`config.mk`:
```
export PLATFORM = sky130hd
export DESIGN_NAME = uart_tx_packet_sender
export DESIGN_NICKNAME = d
export VERILOG_FILES = /design/src/rtl/uart_tx_packet_sender.sv
export SDC_FILE = /design/constraint.sdc
export NUM_CORES = 1
export LEC_CHECK = 0
export CAP_MARGIN = 20
export CORE_ASPECT_RATIO = 1.5
export CORE_MARGIN = 5
export CORE_UTILIZATION = 27
export DETAILED_ROUTE_END_ITERATION = 7
export GPL_TIMING_DRIVEN = 0
export SLEW_MARGIN = 0
export SYNTH_ARGS = -nofsm -noshare
export SYNTH_HDL_FRONTEND = slang
export SYNTH_SLANG_ARGS = --single-unit
```
`constraint.sdc`:
```
create_clock -name i_Clock -period 3.59 [get_ports i_Clock]
set_input_delay 0.359 -clock i_Clock [delete_from_list [all_inputs] [get_ports i_Clock]]
set_output_delay 0.359 -clock i_Clock [all_outputs]
set_load 0.01 [all_outputs]
```
`src/rtl/uart_tx_packet_sender.sv`:
```
`default_nettype none
// +----------------------------------------------------------------------------+
// | uart_tx_packet_sender: feeds a NUM_BYTES packet to Uart8, MSB byte first,  |
// | with a txDone timeout. Define TX_CHECKSUM_EN to append an XOR byte.  r1.0  |
// +----------------------------------------------------------------------------+
module uart_tx_packet_sender #(
  parameter int NUM_BYTES      = 2,
  parameter int TXDONE_TIMEOUT = 100000
) (
  input  logic                   i_Clock,
  input  logic                   rst_n,
  input  logic                   i_Send,
  input  logic [8*NUM_BYTES-1:0] i_Packet,
  output logic                   o_Ready,
  output logic                   o_Busy,
  output logic [7:0]             o_Tx_Data,
  output logic                   o_Tx_Start,
  input  logic                   i_Tx_Done,
  output logic                   o_Done,
  output logic                   o_Timeout
);

`ifdef TX_CHECKSUM_EN
  localparam int TOTAL = NUM_BYTES + 1;
`else
  localparam int TOTAL = NUM_BYTES;
`endif
  localparam int SR_W  = 8 * TOTAL;
  localparam int IDX_W = (TOTAL > 1) ? $clog2(TOTAL) : 1;
  localparam int CNT_W = $clog2(TXDONE_TIMEOUT + 1);
  localparam logic [IDX_W-1:0] LAST_IDX  = IDX_W'(TOTAL - 1);
  localparam logic [CNT_W-1:0] CNT_LIMIT = CNT_W'(TXDONE_TIMEOUT - 1);

  typedef enum logic [2:0] {
    IDLE      = 3'd0,
    START     = 3'd1,
    WAIT_DONE = 3'd2,
    GAP       = 3'd3,
    FINISH    = 3'd4
  } state_t;

  state_t            state_q, state_d;
  logic [SR_W-1:0]   sr_q, sr_d;
  logic [IDX_W-1:0]  idx_q, idx_d;
  logic [CNT_W-1:0]  cnt_q, cnt_d;
  logic [7:0]        tx_data_q, tx_data_d;
  logic              tx_start_q, tx_start_d;
  logic              done_q, done_d;
  logic              timeout_q, timeout_d;
  logic              busy_q, busy_d;
  logic              ready_q, ready_d;
  logic              tx_done_prev_q;
  logic              done_edge;
  logic [SR_W-1:0]   capture;

  assign done_edge = i_Tx_Done & ~tx_done_prev_q;

`ifdef TX_CHECKSUM_EN
  logic [7:0] csum;
  always_comb begin
    csum = 8'h00;
    for (int k = 0; k < NUM_BYTES; k++) begin
      csum = csum ^ i_Packet[8*k +: 8];
    end
  end
  // Checksum rides as the least significant byte so it leaves last.
  assign capture = {i_Packet, csum};
`else
  assign capture = i_Packet;
`endif

  always_comb begin
    state_d    = state_q;
    sr_d       = sr_q;
    idx_d      = idx_q;
    cnt_d      = cnt_q;
    tx_data_d  = tx_data_q;
    tx_start_d = 1'b0;
    done_d     = 1'b0;
    timeout_d  = 1'b0;
    case (state_q)
      IDLE: begin
        if (i_Send) begin
          sr_d    = capture;
          idx_d   = '0;
          state_d = START;
        end
      end
      START: begin
        tx_data_d  = sr_q[SR_W-1 -: 8];
        tx_start_d = 1'b1;
        cnt_d      = '0;
        state_d    = WAIT_DONE;
      end
      WAIT_DONE: begin
        cnt_d = cnt_q + CNT_W'(1);
        // An acknowledge arriving on the limit cycle still completes the byte.
        if (done_edge) begin
          if (idx_q == LAST_IDX) begin
            state_d = FINISH;
          end else begin
            idx_d   = idx_q + IDX_W'(1);
            sr_d    = sr_q << 8;
            state_d = GAP;
          end
        end else if (cnt_q == CNT_LIMIT) begin
          timeout_d = 1'b1;
          state_d   = IDLE;
        end
      end
      GAP: begin
        state_d = START;
      end
      FINISH: begin
        done_d  = 1'b1;
        state_d = IDLE;
      end
      default: begin
        state_d = IDLE;
      end
    endcase
    busy_d  = (state_d != IDLE);
    ready_d = (state_d == IDLE);
  end

  always_ff @(posedge i_Clock or negedge rst_n) begin
    if (!rst_n) begin
      state_q        <= IDLE;
      sr_q           <= '0;
      idx_q          <= '0;
      cnt_q          <= '0;
      tx_data_q      <= 8'h00;
      tx_start_q     <= 1'b0;
      done_q         <= 1'b0;
      timeout_q      <= 1'b0;
      busy_q         <= 1'b0;
      ready_q        <= 1'b1;
      tx_done_prev_q <= 1'b0;
    end else begin
      state_q        <= state_d;
      sr_q           <= sr_d;
      idx_q          <= idx_d;
      cnt_q          <= cnt_d;
      tx_data_q      <= tx_data_d;
      tx_start_q     <= tx_start_d;
      done_q         <= done_d;
      timeout_q      <= timeout_d;
      busy_q         <= busy_d;
      ready_q        <= ready_d;
      tx_done_prev_q <= i_Tx_Done;
    end
  end

  assign o_Ready    = ready_q;
  assign o_Busy     = busy_q;
  assign o_Tx_Data  = tx_data_q;
  assign o_Tx_Start = tx_start_q;
  assign o_Done     = done_q;
  assign o_Timeout  = timeout_q;

endmodule
`default_nettype wire

```
# Yosys cells after proc, flatten, opt, wreduce, memory -nomap -nowiden
# Index checks and enable logic that the tools add are counted.
[word_totals]
ff_bits = 51
in_bits = 20
output_inout_bits = 13
elab_cells = 49
[op_classes]
n_addsub = 2
n_eq_ne = 8
muxes = 19
bitwise = 2
n_reduce_logical = 7
[ops]
columns = ["operator", "count"]
rows = [
  ["16-bit 2-to-1 mux", 3],
  ["17-bit one-hot mux with 2 select lines", 1],
  ["16-bit one-hot mux with 2 select lines", 1],
  ["17-bit by 1-bit adder with 17-bit output (second input constant)", 1],
  ["17-bit equality test (second input constant)", 1],
  ["3-bit 2-to-1 mux", 4],
  ["3-bit one-hot mux with 4 select lines", 1],
  ["1-bit 2-to-1 mux", 8],
  ["3-bit by 2-bit equality test with 1-bit output (second input constant)", 2],
  ["3-bit zero test", 2],
  ["2-bit != test (second input constant)", 3],
  ["4-bit AND reduction", 1],
  ["2-bit nonzero test", 2],
  ["3-bit by 1-bit equality test with 1-bit output (second input constant)", 1],
  ["3-bit equality test (second input constant)", 1],
  ["3-bit AND reduction", 1],
  ["3-bit nonzero test", 1],
  ["1-bit one-hot mux with 2 select lines", 1],
  ["1-bit adder (second input constant)", 1],
  ["1-bit AND", 1],
  ["1-bit NOT", 1],
]

# Longest topological paths before layout
# Gate-level depths: netlist of the first run.
[depth]
ltp_word = 5
depth_mapped = 7
mapped_depth_nobuf = 6

# Worst setup path after synthesis of the first run
# Ideal clock, no wire load.
[synth_path]
path_kind = "reg2reg"
from = "register cnt_q[5]"
to = "register busy_q (netlist: o_Busy)"
setup_time_ns = 0.137
arrival_ns = 1.707
required_time_ns = 3.453
path_slack_ns = 1.746
stages_incl_launch_ff = 6
path_buffers = 1
synth_period_minus_slack_ns = 1.844
cell_sequence = "dfrtp_1 buf_6 or4_1 or4_4 o211ai_2 o21ai_0"
[synth_via]
elab_chain_cells = 5
[synth_lines]
columns = ["item", "line", "rtl"]
rows = [
  ["start: declaration", "45", "logic [CNT_W-1:0] cnt_q, cnt_d;"],
  ["start signal: assignment", "143", "cnt_q <= cnt_d;"],
  ["17-bit equality test", "106", "end else if (cnt_q == CNT_LIMIT) begin"],
  ["3-bit 2-to-1 mux", "106", ""],
  ["3-bit 2-to-1 mux", "98", "if (done_edge) begin"],
  ["3-bit one-hot mux with 4 select lines", "81", "case (state_q)"],
  ["3-bit nonzero test", "122", "busy_d = (state_d != IDLE);"],
  ["net busy_d", "50", "logic busy_q, busy_d;"],
  ["end signal: assignment", "148", "busy_q <= busy_d;"],
  ["end: declaration", "50", ""],
]
# The timed path passes the listed nets, and every way through them passes these cells.
# A chain may end at the register's enable or synchronous reset.

# Final worst setup path of the first run
[layout_path]
from = "register state_q[2]"
to = "register cnt_q[11]"
[layout_via]
elab_chain_cells = 2
word_cells_on_any_way = 4
classes_between = "eq/ne (2); mux (1); reduce/logical (1)"
[layout_lines]
columns = ["item", "line", "rtl"]
rows = [
  ["start: declaration", "42", "state_t state_q, state_d;"],
  ["start signal: assignment", "140", "state_q <= state_d;"],
  ["3-bit by 2-bit equality test with 1-bit output / 3-bit by 1-bit equality test with 1-bit output (equally long branches)", "81", ""],
  ["17-bit one-hot mux with 2 select lines / 2-bit nonzero test (equally long branches)", "n/a", ""],
]
# Several ways; a longest one is shown, not always the timed one.

==> impl_metrics.tcl, run 1 <==
set metrics [dict create \
    h-tree-depth 2 \
    syn_nets 233 \
    io_pins 33 \
    diodes 0 \
    cp.required_ns 3.81 \
    clkTransAtPathRegs_ns 0.07 \
    grt_setup_unrepaired "no" \
    cts_buffer_depth 2 \
    clk_latency_ns 0.29 \
    die_height_um 122 \
    r2r-start "state_q[2]" \
    r2r_end "cnt_q[11]" \
    netlist_area_um2 2240 \
    drv_slew 0 \
    dpl.hpwl_mm 3.48 \
    yosysWarnings 0 \
    slew_headroom_pct 59.7 \
    critical_path_class "flop to flop" \
    cts_buffers 5 \
    synth_area_per_cell_um2 10.6 \
    fmax_mhz 494 \
    worstMarginPinSlew_ns 0.602 \
    power_density_nw_per_um2 695 \
    synthFlopType "dfrtp_1" \
    fin_crit_sh_pct 56.4 \
    fin_nets 274 \
    layout_min_cycle_time_ns 2.03 \
    synth_edf_count 0 \
    root_buffer "clkbuf_16" \
    outcome "completed" \
    p_leak_nw 1.30 \
    rrSetupSlack_ns 1.56 \
    clock_sink_count 51 \
    ant_nets 0 \
    final_common_cell "dfrtp_1" \
    crit_arrival_ns 2.24 \
    antenna_found_initial 0 \
    ys_types 36 \
    grt_pass1_vias 1692 \
    hold_path_depth 2 \
    setup_viol 0 \
    async_flop_share_pct 100 \
    ys_seq_elements 51 \
    vias_per_cell 4.63 \
    gp_congestion 0.776 \
    r2r_cells 6 \
    dieArea_um2 10300 \
    drt_wl_total_mm 4.72 \
    core_area_um2 8060 \
    peakVddDrop_mv 0.364 \
    whs_endpoint "o_Tx_Data[4]" \
    drc 0 \
    firstDrtPassIters 6 \
    pre_cts_ws_ns 1.35 \
    cts_tree "built" \
    drive_above_1_share_pct 9.06 \
    drv_cap 0 \
    cp_max_fo 10 \
    drtIter0Drc 91 \
    grt_usage_pct 9.78 \
    vias 1662 \
    fin_skew_ns 0.00363 \
    layout_common_cells "dfrtp_1 (50), nand2_1 (46), clkdlybuf4s50_1 (31)" \
    start_util_pct 27.8 \
    rows 40 \
    start_kind "flop" \
    worstHoldStart "o_Tx_Data[4]" \
    dieWidth_um 84.4 \
    post-route-util_pct 35.7 \
    grt_max_degree 40 \
    worst_slack_ns 1.56 \
    hold_violations 0 \
    areaGrowthSynthToFinish_pct 28.2 \
    wl_per_cell_um 13.1 \
    syn_inst 212 \
    setup-tns-final_ns 0 \
    synth_seq_area_share_pct 56.9 \
    overflow 0 \
    endpoint_kind "flop" \
    grt_pass1_wl_mm 8.13 \
    io_buffers 32 \
    hold_path_class "flop to flop" \
]
cell families after synthesis:
group           Yosys count  synth area share (%)
fa+ha+maj                 1                 0.558
flops                    51                  56.9
compound gates           41                  11.7
mux                      16                  7.14
simple gates             91                  21.0
buf+inv                  12                  2.68
how the worst max path moves through the flow:
stage | start | to | depth (start not counted)
6_report | state_q[2] | cnt_q[11] | 6
3_3_place_gp | rst_n | o_Tx_Data[2] | 1
3_5_place_dp | i_Send | sr_q[3] | 5
2_1_floorplan | cnt_q[5] | o_Busy | 5
4_1_cts | state_q[2] | cnt_q[11] | 6
5_1_grt | state_q[2] | cnt_q[11] | 6
cell type report:
type                    instances  area (µm²)
plain buffers                  11        56.3
flip-flops and latches         51        1280
well taps                     105         131
repair buffers                 34         345
inverters                       1        3.75
clock inverters                 2        16.3
clock buffers                   6         139
multi-input cells             149         906
fillers                       801        5180
stage by stage:
step                      power [mW]  cells  hold WS, ns  instance area (µm²)
after global routing            2.15    359        0.510                 2880
after detailed placement        1.53    350        0.280                 2710
after global placement          1.52    349        0.453                 2700
after floorplan                 1.27    212       0.0634                 2240
final                           2.00    359        0.475                 2880
after CTS                       2.02    359        0.478                 2880
where the power goes:
part	total, mW	internal, mW	leakage (nW)	switching, mW
sequential	0.841	0.746	0.664	0.0942
combinational	0.672	0.306	0.564	0.367
clock	0.485	0.278	0.0731	0.206
total	2.00	1.33	1.30	0.667
critical path, cell delays in order (launching register included):
cell	delay, ns
dfrtp_1	0.35
clkbuf_1	0.21
nor3b_1	0.28
buf_2	0.30
nand4_1	0.26
nor3b_1	0.33
mux2i_1	0.21
flip-flops by register name (all words and copies together), names as in the netlist:
register and flops:
cnt_q 17, sr_q 16, o_Tx_Data 8, state_q 3, idx_q 1, o_Busy 1, o_Done 1, o_Ready 1
o_Timeout 1, o_Tx_Start 1, tx_done_prev_q 1
synth_stat cells (2+ instances only):
cell type	n	area share [%]
o21a_1	2	0.67
a21oi_1	5	1.1
nand2b_1	2	0.56
buf_2	6	1.3
mux2i_1	16	7.1
nand2_1	46	7.7
clkbuf_1	4	0.67
nand3_1	9	2.0
and3_1	4	1.1
nor2_1	8	1.3
nand4_1	6	1.7
nor2b_1	3	0.84
o21ai_0	19	4.2
nor3b_1	3	1.0
a22o_1	9	3.5
dfrtp_1	50	56
timing repair:
item / in CTS / in global routing
hold endpoints to repair: 11 / 0
hold buffers: 1 / 0
gates resized for setup: 0 / 0
buffers inserted: 0 / 0
per-layer routing:
metal / up-vias / GRT usage [%] / routed length [µm]
li1: 835 / - / -
met1: 798 / 11.5 / 2000
met2: 23 / 17.1 / 2470
met3: 6 / 1.69 / 132
met4: 0 / 4.75 / 117
met5: - / 0 / 0
Note: power is estimated with default switching activity, not from simulation.
==> run 2: changes to the inputs <==
clock period = 1.65 ns   (was 3.59 ns; I/O delays follow)
==> run 2 against run 1 <==
Against the previous run: wire length is 9.7% higher; clock skew is 0.0012 ns lower; critical path type unchanged; combinational power grew to 2.7 times the previous value; worst hold slack worse by 0.13 ns; the flow now finishes with violations (setup timing).
==> impl_metrics.tcl, run 2 (synthesized netlist as in run 1, its figures left out) <==
set metrics [dict create \
    outcome "complete, but fails checks" \
    failed_checks "setup timing" \
    switchingPower_mw 1.57 \
    hold_path_class "input port to async pin" \
    cts_buffers 5 \
    h-tree-depth 2 \
    diodes 0 \
    fin_nets 290 \
    start_kind "flop" \
    rows 40 \
    die_height_um 122 \
    p_seq_share_pct 37.6 \
    grt_pass1_vias 1754 \
    drt_wl_total_mm 5.18 \
    fin_crit_sh_pct 107 \
    dpl.hpwl_mm 3.53 \
    grt_usage_pct 10.7 \
    overflow 0 \
    cts_tree "built" \
    p_int_mw 3.43 \
    antenna_found_initial 0 \
    clkTransAtPathRegs_ns 0.06 \
    worst_slack_ns -0.121 \
    clock_sink_count 51 \
    areaGrowthSynthToFinish_pct 40.3 \
    critical_path_class "flop to flop" \
    crit_path_cell_trace "or4_1 -> or4_4 -> o211ai_2 -> o21ai_1" \
    crit_slowest_cell "or4_1" \
    largest_reg_flops 17 \
    crit_arrival_ns 1.94 \
    hold_violations 0 \
    p_comb_share_pct 36.1 \
    endpoint_kind "flop" \
    netSwitchingFraction_pct 31.4 \
    clk_latency_ns 0.29 \
    regMostFlops "cnt_q" \
    setup_viol 4 \
    slew_headroom_pct 68.1 \
    io_buffers 32 \
    cp_max_fo 3 \
    drive_above_1_share_pct 18.9 \
    p_leak_nw 1.43 \
    wl_per_cell_um 13.8 \
    pre_cts_ws_ns -0.469 \
    max_stage_delay_ns 0.52 \
    fin_skew_ns 0.00246 \
    grt_max_degree 35 \
    p_clk_share_pct 26.3 \
    ant_nets 0 \
    firstDrtPassIters 4 \
    drv_cap 0 \
    peakVddDrop_mv 0.782 \
    post-route-util_pct 39.1 \
    layout_min_cycle_time_ns 1.77 \
    fill_cells 771 \
    vias 1703 \
    start_util_pct 27.8 \
    seq_area_um2 1280 \
    drv_slew 0 \
    cp.required_ns 1.82 \
    gp_congestion 0.778 \
    final_common_cell "dfrtp_1" \
    io_pins 33 \
    fmax_mhz 565 \
    core_area_um2 8060 \
    dieArea_um2 10300 \
    root_buffer "clkbuf_16" \
    drc 0 \
    grt_setup_unrepaired "yes" \
    vias_per_cell 4.54 \
    grt_pass1_wl_mm 8.73 \
    multi_input_comb_area_um2 961 \
    cts_buffer_depth 2 \
    power_density_nw_per_um2 1590 \
    worstMarginPinSlew_ns 0.479 \
    layout_common_cells "dfrtp_1 (47), nand2_1 (46), clkdlybuf4s50_1 (31)" \
    drtIter0Drc 49 \
    dieWidth_um 84.4 \
]
## run 2: critical path: cells and delay by family (launching register included)
| family | cells | cell delay, ns |
|---|---|---|
| compound gates | 2 | 0.30 |
| flops | 1 | 0.39 |
| simple gates | 2 | 0.96 |
## run 2: final cells by class
class | instances | area share, %
sequential | 51 | 40.7
multi-input combinational | 149 | 30.5
timing repair buffer | 52 | 15.8
tap | 105 | 4.17
clock buffer | 6 | 4.10
buffer | 9 | 2.62
clock inverter | 2 | 1.91
inverter | 1 | 0.159
## run 2: worst paths after layout
check	from	end	slack, ns	depth (start not counted)
worst min-delay path	rst_n	o_Timeout	0.34	2
worst min register to register	sr_q[15]	o_Tx_Data[7]	0.47	2
min in group i_Clock	i_Tx_Done	tx_done_prev_q	0.39	1
worst max-delay path	cnt_q[13]	state_q[1]	-0.12	4
worst max register to register	cnt_q[13]	state_q[1]	-0.12	4
max in group asynchronous	rst_n	cnt_q[1]	0.77	3
## run 2: power groups by stage
stage	Combinational, mW	Clock (mW)	Sequential, mW
after floorplan	0.923	0	1.86
after global placement	1.48	0	1.84
after detailed placement	1.50	0	1.85
after CTS	1.66	1.34	1.87
after global routing	2.02	1.39	1.92
final	1.80	1.31	1.88
## run 2: what timing repair did
item                                    CTS  global route
pin swaps                                 4             1
gates resized for setup                  15            17
hold buffers                              1             0
hold endpoints to repair                 16             0
endpoints found under the setup margin   36            26
setup buffers                             8            10
## run 2: through the flow
stage	TNS, ns	hold WS (ns)	power (mW)	cells	cell area (µm²)
2_1_floorplan	-0.286	-0.131	2.78	212	2250
6_report	-0.327	0.341	4.99	375	3150
3_5_place_dp	-8.84	0.132	3.35	350	2720
4_1_cts	-0.575	0.353	4.87	366	3050
3_3_place_gp	-63.43	0.454	3.32	349	2700
5_1_grt	-0.879	0.392	5.33	375	3150
## run 2: per-layer routing
| layer | up-vias | global-route usage [%] | routed length (µm) |
|---|---|---|---|
| li1 | 866 | - | - |
| met1 | 810 | 12.7 | 2190 |
| met2 | 20 | 18.5 | 2770 |
| met3 | 7 | 1.96 | 94 |
| met4 | 0 | 5.15 | 119 |
| met5 | - | 0 | 0 |
